===== config.mk =====
export PLATFORM = sky130hd
export DESIGN_NAME = vga_timing_gen_flat
export DESIGN_NICKNAME = d
export VERILOG_FILES = /design/src/rtl/vga_timing_if.sv /design/src/rtl/vga_timing_gen.sv /design/src/flat_wrapper.sv
export SDC_FILE = /design/constraint.sdc
export NUM_CORES = 1
export LEC_CHECK = 0
export CAP_MARGIN = 20
export CELL_PAD_IN_SITES_DETAIL_PLACEMENT = 1
export CELL_PAD_IN_SITES_GLOBAL_PLACEMENT = 1
export CORE_UTILIZATION = 45
export CTS_BUF_LIST = sky130_fd_sc_hd__clkbuf_8
export DETAILED_ROUTE_END_ITERATION = 8
export PLACE_DENSITY_LB_ADDON = 0.15
export SYNTH_ARGS = -nofsm -noshare
export SYNTH_HDL_FRONTEND = slang
export SYNTH_SLANG_ARGS = --single-unit

===== constraint.sdc =====
create_clock -name clock -period 4.9 [get_ports clock]
set_clock_uncertainty 0.05 [all_clocks]
set_input_delay 0.98 -clock clock [delete_from_list [all_inputs] [get_ports clock]]
set_output_delay 0.98 -clock clock [all_outputs]
set_load 0.01 [all_outputs]

===== src/rtl/vga_timing_if.sv =====
// Raster timing bundle between the VGA timing generator and its consumers.
// pix_en flows into the generator; position, blanking and sync flow out.
interface vga_timing_if;
  localparam int unsigned CW = 11;

  logic          pix_en;
  logic [CW-1:0] pixel_column;
  logic [CW-1:0] pixel_row;
  logic          video_on;
  logic          video_on_dly;
  logic          horiz_sync;
  logic          vert_sync;
  logic          frame_start;

  modport master (
    input  pix_en,
    output pixel_column, pixel_row, video_on, video_on_dly,
           horiz_sync, vert_sync, frame_start
  );

  modport slave (
    output pix_en,
    input  pixel_column, pixel_row, video_on, video_on_dly,
           horiz_sync, vert_sync, frame_start
  );
endinterface


===== src/rtl/vga_timing_gen.sv =====
// VGA raster timing generator: column/row counters, active-video flag and
// sync pulses, with syncs and video_on_dly delayed to meet the colour pipeline.
module vga_timing_gen #(
  parameter int unsigned H_ACTIVE = 640,
  parameter int unsigned H_FP     = 16,
  parameter int unsigned H_SYNC   = 96,
  parameter int unsigned H_BP     = 48,
  parameter int unsigned V_ACTIVE = 480,
  parameter int unsigned V_FP     = 10,
  parameter int unsigned V_SYNC   = 2,
  parameter int unsigned V_BP     = 33,
  parameter bit          SYNC_POL = 1'b0,
  parameter int unsigned PIPE_DLY = 2
) (
  input  logic          clock,
  input  logic          reset_n,
  vga_timing_if.master  vga
);

  localparam int unsigned CW      = 11;
  localparam int unsigned H_TOTAL = H_ACTIVE + H_FP + H_SYNC + H_BP;
  localparam int unsigned V_TOTAL = V_ACTIVE + V_FP + V_SYNC + V_BP;
  localparam int unsigned H_SS    = H_ACTIVE + H_FP;
  localparam int unsigned H_SE    = H_SS + H_SYNC - 1;
  localparam int unsigned V_SS    = V_ACTIVE + V_FP;
  localparam int unsigned V_SE    = V_SS + V_SYNC - 1;
  localparam bit          ACT_LVL  = SYNC_POL;
  localparam bit          IDLE_LVL = ~SYNC_POL;

  logic [CW-1:0]       col_q, row_q;
  logic [CW-1:0]       col_nxt, row_nxt;
  logic                vid_nxt, hs_nxt, vs_nxt, wrap_c;
  logic                vid_q, hs_q, vs_q, frame_q;
  logic [PIPE_DLY-1:0] vid_pipe, hs_pipe, vs_pipe;

  // Next raster position and the decodes that will be aligned with it.
  always_comb begin
    col_nxt = col_q + CW'(1);
    row_nxt = row_q;
    wrap_c  = 1'b0;
    if (col_q == CW'(H_TOTAL - 1)) begin
      col_nxt = '0;
      if (row_q == CW'(V_TOTAL - 1)) begin
        row_nxt = '0;
        wrap_c  = 1'b1;
      end else begin
        row_nxt = row_q + CW'(1);
      end
    end
    vid_nxt = (col_nxt < CW'(H_ACTIVE)) && (row_nxt < CW'(V_ACTIVE));
    hs_nxt  = (col_nxt >= CW'(H_SS)) && (col_nxt <= CW'(H_SE));
    vs_nxt  = (row_nxt >= CW'(V_SS)) && (row_nxt <= CW'(V_SE));
  end

  // Sync stages hold pin levels so the outputs come straight from flops.
  always_ff @(posedge clock or negedge reset_n) begin
    if (!reset_n) begin
      col_q    <= '0;
      row_q    <= '0;
      vid_q    <= 1'b0;
      hs_q     <= IDLE_LVL;
      vs_q     <= IDLE_LVL;
      frame_q  <= 1'b0;
      vid_pipe <= '0;
      hs_pipe  <= {PIPE_DLY{IDLE_LVL}};
      vs_pipe  <= {PIPE_DLY{IDLE_LVL}};
    end else begin
      frame_q <= vga.pix_en && wrap_c;
      if (vga.pix_en) begin
        col_q    <= col_nxt;
        row_q    <= row_nxt;
        vid_q    <= vid_nxt;
        hs_q     <= hs_nxt ? ACT_LVL : IDLE_LVL;
        vs_q     <= vs_nxt ? ACT_LVL : IDLE_LVL;
        vid_pipe <= (vid_pipe << 1) | PIPE_DLY'(vid_q);
        hs_pipe  <= (hs_pipe  << 1) | PIPE_DLY'(hs_q);
        vs_pipe  <= (vs_pipe  << 1) | PIPE_DLY'(vs_q);
      end
    end
  end

  assign vga.pixel_column = col_q;
  assign vga.pixel_row    = row_q;
  assign vga.video_on     = vid_q;
  assign vga.video_on_dly = vid_pipe[PIPE_DLY-1];
  assign vga.horiz_sync   = hs_pipe[PIPE_DLY-1];
  assign vga.vert_sync    = vs_pipe[PIPE_DLY-1];
  assign vga.frame_start  = frame_q;

endmodule

===== src/flat_wrapper.sv =====
// flat-port wrapper written by rule: the top's interface ports become plain ports
module vga_timing_gen_flat 
#(
  parameter int unsigned H_ACTIVE = 640,
  parameter int unsigned H_FP     = 16,
  parameter int unsigned H_SYNC   = 96,
  parameter int unsigned H_BP     = 48,
  parameter int unsigned V_ACTIVE = 480,
  parameter int unsigned V_FP     = 10,
  parameter int unsigned V_SYNC   = 2,
  parameter int unsigned V_BP     = 33,
  parameter bit          SYNC_POL = 1'b0,
  parameter int unsigned PIPE_DLY = 2
)
  (clock, reset_n, vga_pix_en, vga_pixel_column, vga_pixel_row, vga_video_on, vga_video_on_dly, vga_horiz_sync, vga_vert_sync, vga_frame_start);
  vga_timing_if vga_i ();
  input  logic clock;
  input  logic reset_n;
  input wire logic [$bits(vga_i.pix_en)-1:0] vga_pix_en;
  output wire logic [$bits(vga_i.pixel_column)-1:0] vga_pixel_column;
  output wire logic [$bits(vga_i.pixel_row)-1:0] vga_pixel_row;
  output wire logic [$bits(vga_i.video_on)-1:0] vga_video_on;
  output wire logic [$bits(vga_i.video_on_dly)-1:0] vga_video_on_dly;
  output wire logic [$bits(vga_i.horiz_sync)-1:0] vga_horiz_sync;
  output wire logic [$bits(vga_i.vert_sync)-1:0] vga_vert_sync;
  output wire logic [$bits(vga_i.frame_start)-1:0] vga_frame_start;
  assign vga_i.pix_en = vga_pix_en;
  assign vga_pixel_column = vga_i.pixel_column;
  assign vga_pixel_row = vga_i.pixel_row;
  assign vga_video_on = vga_i.video_on;
  assign vga_video_on_dly = vga_i.video_on_dly;
  assign vga_horiz_sync = vga_i.horiz_sync;
  assign vga_vert_sync = vga_i.vert_sync;
  assign vga_frame_start = vga_i.frame_start;
  vga_timing_gen #(.H_ACTIVE(H_ACTIVE), .H_FP(H_FP), .H_SYNC(H_SYNC), .H_BP(H_BP), .V_ACTIVE(V_ACTIVE), .V_FP(V_FP), .V_SYNC(V_SYNC), .V_BP(V_BP), .SYNC_POL(SYNC_POL), .PIPE_DLY(PIPE_DLY)) u_core (.clock(clock), .reset_n(reset_n), .vga(vga_i));
endmodule

After elaboration in Yosys (flattened, before gate mapping)
Cells that the tools add are included.
{ "classes": {"reduce_logical": 4, "n_lt_le_gt_ge": 6, "bitwise": 3, "eq_ne": 2, "addsub": 2, "n_mux": 7} }
{ "op_table": {"columns": ["operator", "count"], "rows": [
  ["$mux W11", 3],
  ["$add A11 B1 Y11 const B", 2],
  ["$eq A11 B10 Y1 const B", 2],
  ["$ge A11 B10 Y1 const B", 1],
  ["$ge A11 B9 Y1 const B", 1],
  ["$le A11 B10 Y1 const B", 1],
  ["$le A11 B9 Y1 const B", 1],
  ["$lt A11 B10 Y1 const B", 1],
  ["$lt A11 B9 Y1 const B", 1],
  ["$or A2 B1 Y2", 3],
  ["$logic_and A1 B1 Y1", 4],
  ["$mux W1", 4]
]} }
{ "word_totals": {"elab_cells": 33, "out_inout_bits": 27, "input_bits": 3, "ff_bits": 32} }

Longest topological paths before layout
{ "logic_depth": {"depth_word": 6, "depth_mapped": 8, "depth_no_buf": 7} }

Worst setup path before layout
OpenSTA, ideal clock, no wires.
{ "synth_timing": {"path_type": "register -> register", "startpoint": "register u_core.row_q[4] (netlist: u_core.vga.pixel_row[4])", "endpoint": "register u_core.vs_q", "n_path_buf": 1, "required_ps": 4767, "synth_period_minus_slack_ps": 2234, "t_arrival_ps": 2101, "path_stages_with_launch": 8, "slack_ps": 2666, "setup_time_ps": 83, "cell_sequence": "dfrtp_1 -> buf_6 -> or4_4 -> nor4b_4 -> a31oi_1 -> o21ai_2 -> nand4_1 -> o32a_1"} }
{ "synth_between": {"elab_chain_cells": 6, "elab_cells_between_ends": 8, "cone_classes": "1 x add/sub; 2 x order compare; 1 x eq/ne; 3 x mux; 1 x reduce/logical"} }
{ "synth_lines": {"columns": ["element", "line_no", "source"], "rows": [
  ["from (decl)", "vga_timing_gen.sv:30", "logic [CW-1:0] col_q, row_q;"],
  ["from (signal assigned)", "vga_timing_gen.sv:71", "row_q <= row_nxt;"],
  ["$add A11 B1 Y11 / $eq A11 B10 Y1 (equally long branches)", "vga_timing_gen.sv:47, vga_timing_gen.sv:43", null],
  ["$mux W11", "vga_timing_gen.sv:43", "if (row_q == CW'(V_TOTAL - 1)) begin"],
  ["$mux W11 *", "vga_timing_gen.sv:41", "if (col_q == CW'(H_TOTAL - 1)) begin"],
  ["$ge A11 B9 Y1 / $le A11 B9 Y1 (equally long branches)", "vga_timing_gen.sv:52", "vs_nxt = (row_nxt >= CW'(V_SS)) && (row_nxt <= CW'(V_SE));"],
  ["$logic_and A1 B1 Y1 *", "vga_timing_gen.sv:52", null],
  ["$mux W1 *", "vga_timing_gen.sv:74", "vs_q <= vs_nxt ? ACT_LVL : IDLE_LVL;"],
  ["to (signal assigned)", "vga_timing_gen.sv:74", null],
  ["to (decl)", "vga_timing_gen.sv:33", "logic vid_q, hs_q, vs_q, frame_q;"]
]} }
Mark *: on every way between the ends. The rest lies on a longest branch, timed or not.
A chain may end at the register's enable or synchronous reset.

Final worst setup path
{ "layout_timing": {"startpoint": "register u_core.col_q[1] (netlist: u_core.vga.pixel_column[1])", "endpoint": "register u_core.vs_q"} }
{ "layout_between": {"elab_chain_cells": 5, "elab_cells_between_ends": 6, "cone_classes": "2 x order compare; 1 x eq/ne; 2 x mux; 1 x reduce/logical"} }
{ "layout_lines": {"columns": ["element", "line_no", "source"], "rows": [
  ["from (decl)", "vga_timing_gen.sv:30", null],
  ["from (signal assigned)", "vga_timing_gen.sv:70", "col_q <= col_nxt;"],
  ["$eq A11 B10 Y1 *", "vga_timing_gen.sv:41", null],
  ["$mux W11 *", "vga_timing_gen.sv:41", null],
  ["$ge A11 B9 Y1 / $le A11 B9 Y1 (equally long branches)", "vga_timing_gen.sv:52", null],
  ["$logic_and A1 B1 Y1 *", "vga_timing_gen.sv:52", null],
  ["$mux W1 *", "vga_timing_gen.sv:74", null]
]} }
Marked as above.

==> out/results.ini <==
[outcome]
status=finished, final reports clean

[cells_and_area]
final_layout_size_suffix_gt1_frac=0.0976
final_nets=252
antenna_cells=0
synthToLayoutAreaGrowth_pct=21.1
layout.cells.non_filler=296
nFillCells=483

[synthesis]
synth.ff_latch_count=32
synthCells=222
synthArstFlopShare=1.00
synth_edf_count=0
synthesis.nets=229
yosys.area.top_type=dfrtp_1
synthFlopType=dfrtp_1
ys_warn_count=0
yosysSeqAreaShare=0.412
postSynthAreaPerCell_um2=8.83
synth_area_mm2=0.00196
yosysMostFrequentCell=nand2_1
synth_cell_types=45
synth_area_leaders=dfrtp_1, dfstp_2, nand2_1
synthTopCellsByCount=nand2_1, dfrtp_1, o21ai_0
yosysTopAreaCellShare=0.332

[timing]
final.setup.tns_ps=0
report.final.slew_viol_count=0
finalCriticalPeriod_ps=2680
period_share=0.547
rsz0062_at_grt=no
setup_viol=0
timing.slew.headroom=0.617
tightest_slew_ps=573
hold_viol=0
fmax_mhz=373

[min_path]
hold_class=reg2reg
min_from=u_core.vid_pipe[1]$_DFFE_PN0P_

[place]
dpl.cell_count=287
gp_congestion=0.824
portBuffers=29
post-dp-hpwl_um=3730

[job]
cap_violations=0

[route]
antenna_left=0
via_per_inst=6.10
first_pass_iters=4
drc=0
wl_per_cell_um=18.0
dr.first_iter.drc_count=151
wirelength_um=5320
vias=1806

[worst_setup_path]
end_kind=flip-flop
path_cells=ha_1, and4_1, nand4_1, nor4_1, o32ai_1, o32a_1
cp-startpoint=u_core.vga.pixel_column[1]$_DFFE_PN0P_
startpoint_type=flip-flop
cp.required_ps=5070
cp_top_family=simple AND/OR/NAND/NOR gates
crit_fanout=9
critPathArrivalTime_ps=2850
reg2reg_from=u_core.vga.pixel_column[1]$_DFFE_PN0P_
crit_buf_inv=0
crit_slowest_cell=dfrtp_1
path_class=reg2reg
cpPeakStageDelay_ps=510

[die]
die_width_um=68.0
initial_core_util=0.480
io_pins=30
dieArea_mm2=0.00462
die_h_um=68.0
fp-row-count=23
core_mm2=0.00409

[power_and_ir_drop]
p_total_uw=736
vdd_drop_max_uv=151
p_per_area_mw_per_mm2=310
cellLeakagePower_uw=0.000917

[clock_tree]
cts_resized=0
clk_path_buf_depth=2
cts_buffers=5
htreeDepth=2
root_buffer=clkbuf_8
postCtsHoldBufs=0
cts_tree=done
worstSkewPairLatency_ps=290
clk_pin_slew_ps=70
cts_setup_buffers=0
cts.sinks=32

[global_routing]
grt_max_degree=33
gr-usage-all-layers=0.257
antenna_found_initial=0
grt_overflow_total=0
grt_pass1_wl_um=8600
grt_pass1_vias=1761

## worst paths after layout
check,slack (ps),end,cells after the start
worst min-delay path,450,u_core.vid_pipe[1]$_DFFE_PN0P_,1
worst min register to register,450,u_core.vid_pipe[1]$_DFFE_PN0P_,1
min in group asynchronous,1050,u_core.vga.pixel_column[2]$_DFFE_PN0P_,2
max in group asynchronous,3410,u_core.vs_pipe[1]$_DFFE_PN1P_,2
worst max register to register,2220,u_core.vs_q$_DFFE_PN1P_,6
worst max-delay path,2220,u_core.vs_q$_DFFE_PN1P_,6
## power breakdown
group / total, uW / internal (uW) / switching (uW)
logic: 177 / 93.5 / 83.1
registers: 350 / 290 / 60.2
clock network: 209 / 110 / 99.0
total: 736 / 493 / 242
## layout make-up
class                      count  area, um^2  share of cell area
inverter                      10        37.5              0.0158
timing repair buffer          31         325               0.137
tap                           50        62.6              0.0264
clock buffer                   6        82.6              0.0348
clock inverter                 2        7.51             0.00316
sequential                    32         808               0.341
multi-input combinational    165        1050               0.442
## through the flow
step                      worst slack [ps]  hold WS (ps)  instance area (um^2)   util
final                                 2220           454                  2370  0.581
after global routing                  2040           480                  2370  0.581
after CTS                             1980           461                  2350  0.574
after detailed placement              1670           445                  2260  0.552
after global placement                1860           435                  2260  0.552
after floorplan                       2670           415                  1960      -
## routing by layer
layer	routed length [um]	vias to the layer above	track usage
met2	2650	38	0.429
met3	163	13	0.0583
met4	129	0	0.117
met1	2370	905	0.311
li1	-	850	-
met5	0	-	0
## layout by cell type, fill, tap and decap left out, drive strengths merged, types with 2 or more instances in the layout
| master | synthesis | layout |
|---|---|---|
| a21oi | 7 | 7 |
| a31oi | 4 | 4 |
| and3 | 5 | 5 |
| and4 | 4 | 4 |
| buf | 2 | 2 |
| clkbuf | 13 | 6 |
| clkdlybuf4s50 | 0 | 29 |
| dfrtp | 26 | 26 |
| dfstp | 6 | 6 |
| ha | 4 | 4 |
| inv | 10 | 12 |
| mux2 | 7 | 7 |
| mux2i | 4 | 4 |
| nand2 | 28 | 28 |
| nand2b | 4 | 4 |
| nand3 | 12 | 12 |
| nand4 | 9 | 9 |
| nor2 | 14 | 14 |
| nor3 | 3 | 3 |
| nor4 | 4 | 4 |
| o21ai | 19 | 19 |
| o22ai | 4 | 4 |
| o31ai | 3 | 3 |
| o41ai | 2 | 2 |
| or4 | 3 | 3 |
| xnor2 | 8 | 8 |
## kinds of logic (layout without fill, tap and decap cells)
logic type / count (synthesis) / count (layout) / synth area share
AOI/OAI and AO/OA: 48 / 48 / 0.153
adders and majority gates: 4 / 4 / 0.0255
and+or+nand+nor: 93 / 93 / 0.256
muxes: 11 / 11 / 0.0606
DFF: 32 / 32 / 0.412
xor gates and xnor gates: 9 / 9 / 0.0402
buffers and inverters: 25 / 49 / 0.0523
## state kept, by name, summed over array words and instances, names as in the netlist
register and count:
u_core.vga.pixel_column 11, u_core.vga.pixel_row 11, u_core.hs_pipe 2, u_core.vid_pipe 2
u_core.vs_pipe 2, u_core.hs_q 1, u_core.vga.frame_start 1, u_core.vga.video_on 1
u_core.vs_q 1
No activity file was read; power rests on OpenSTA's default activity.
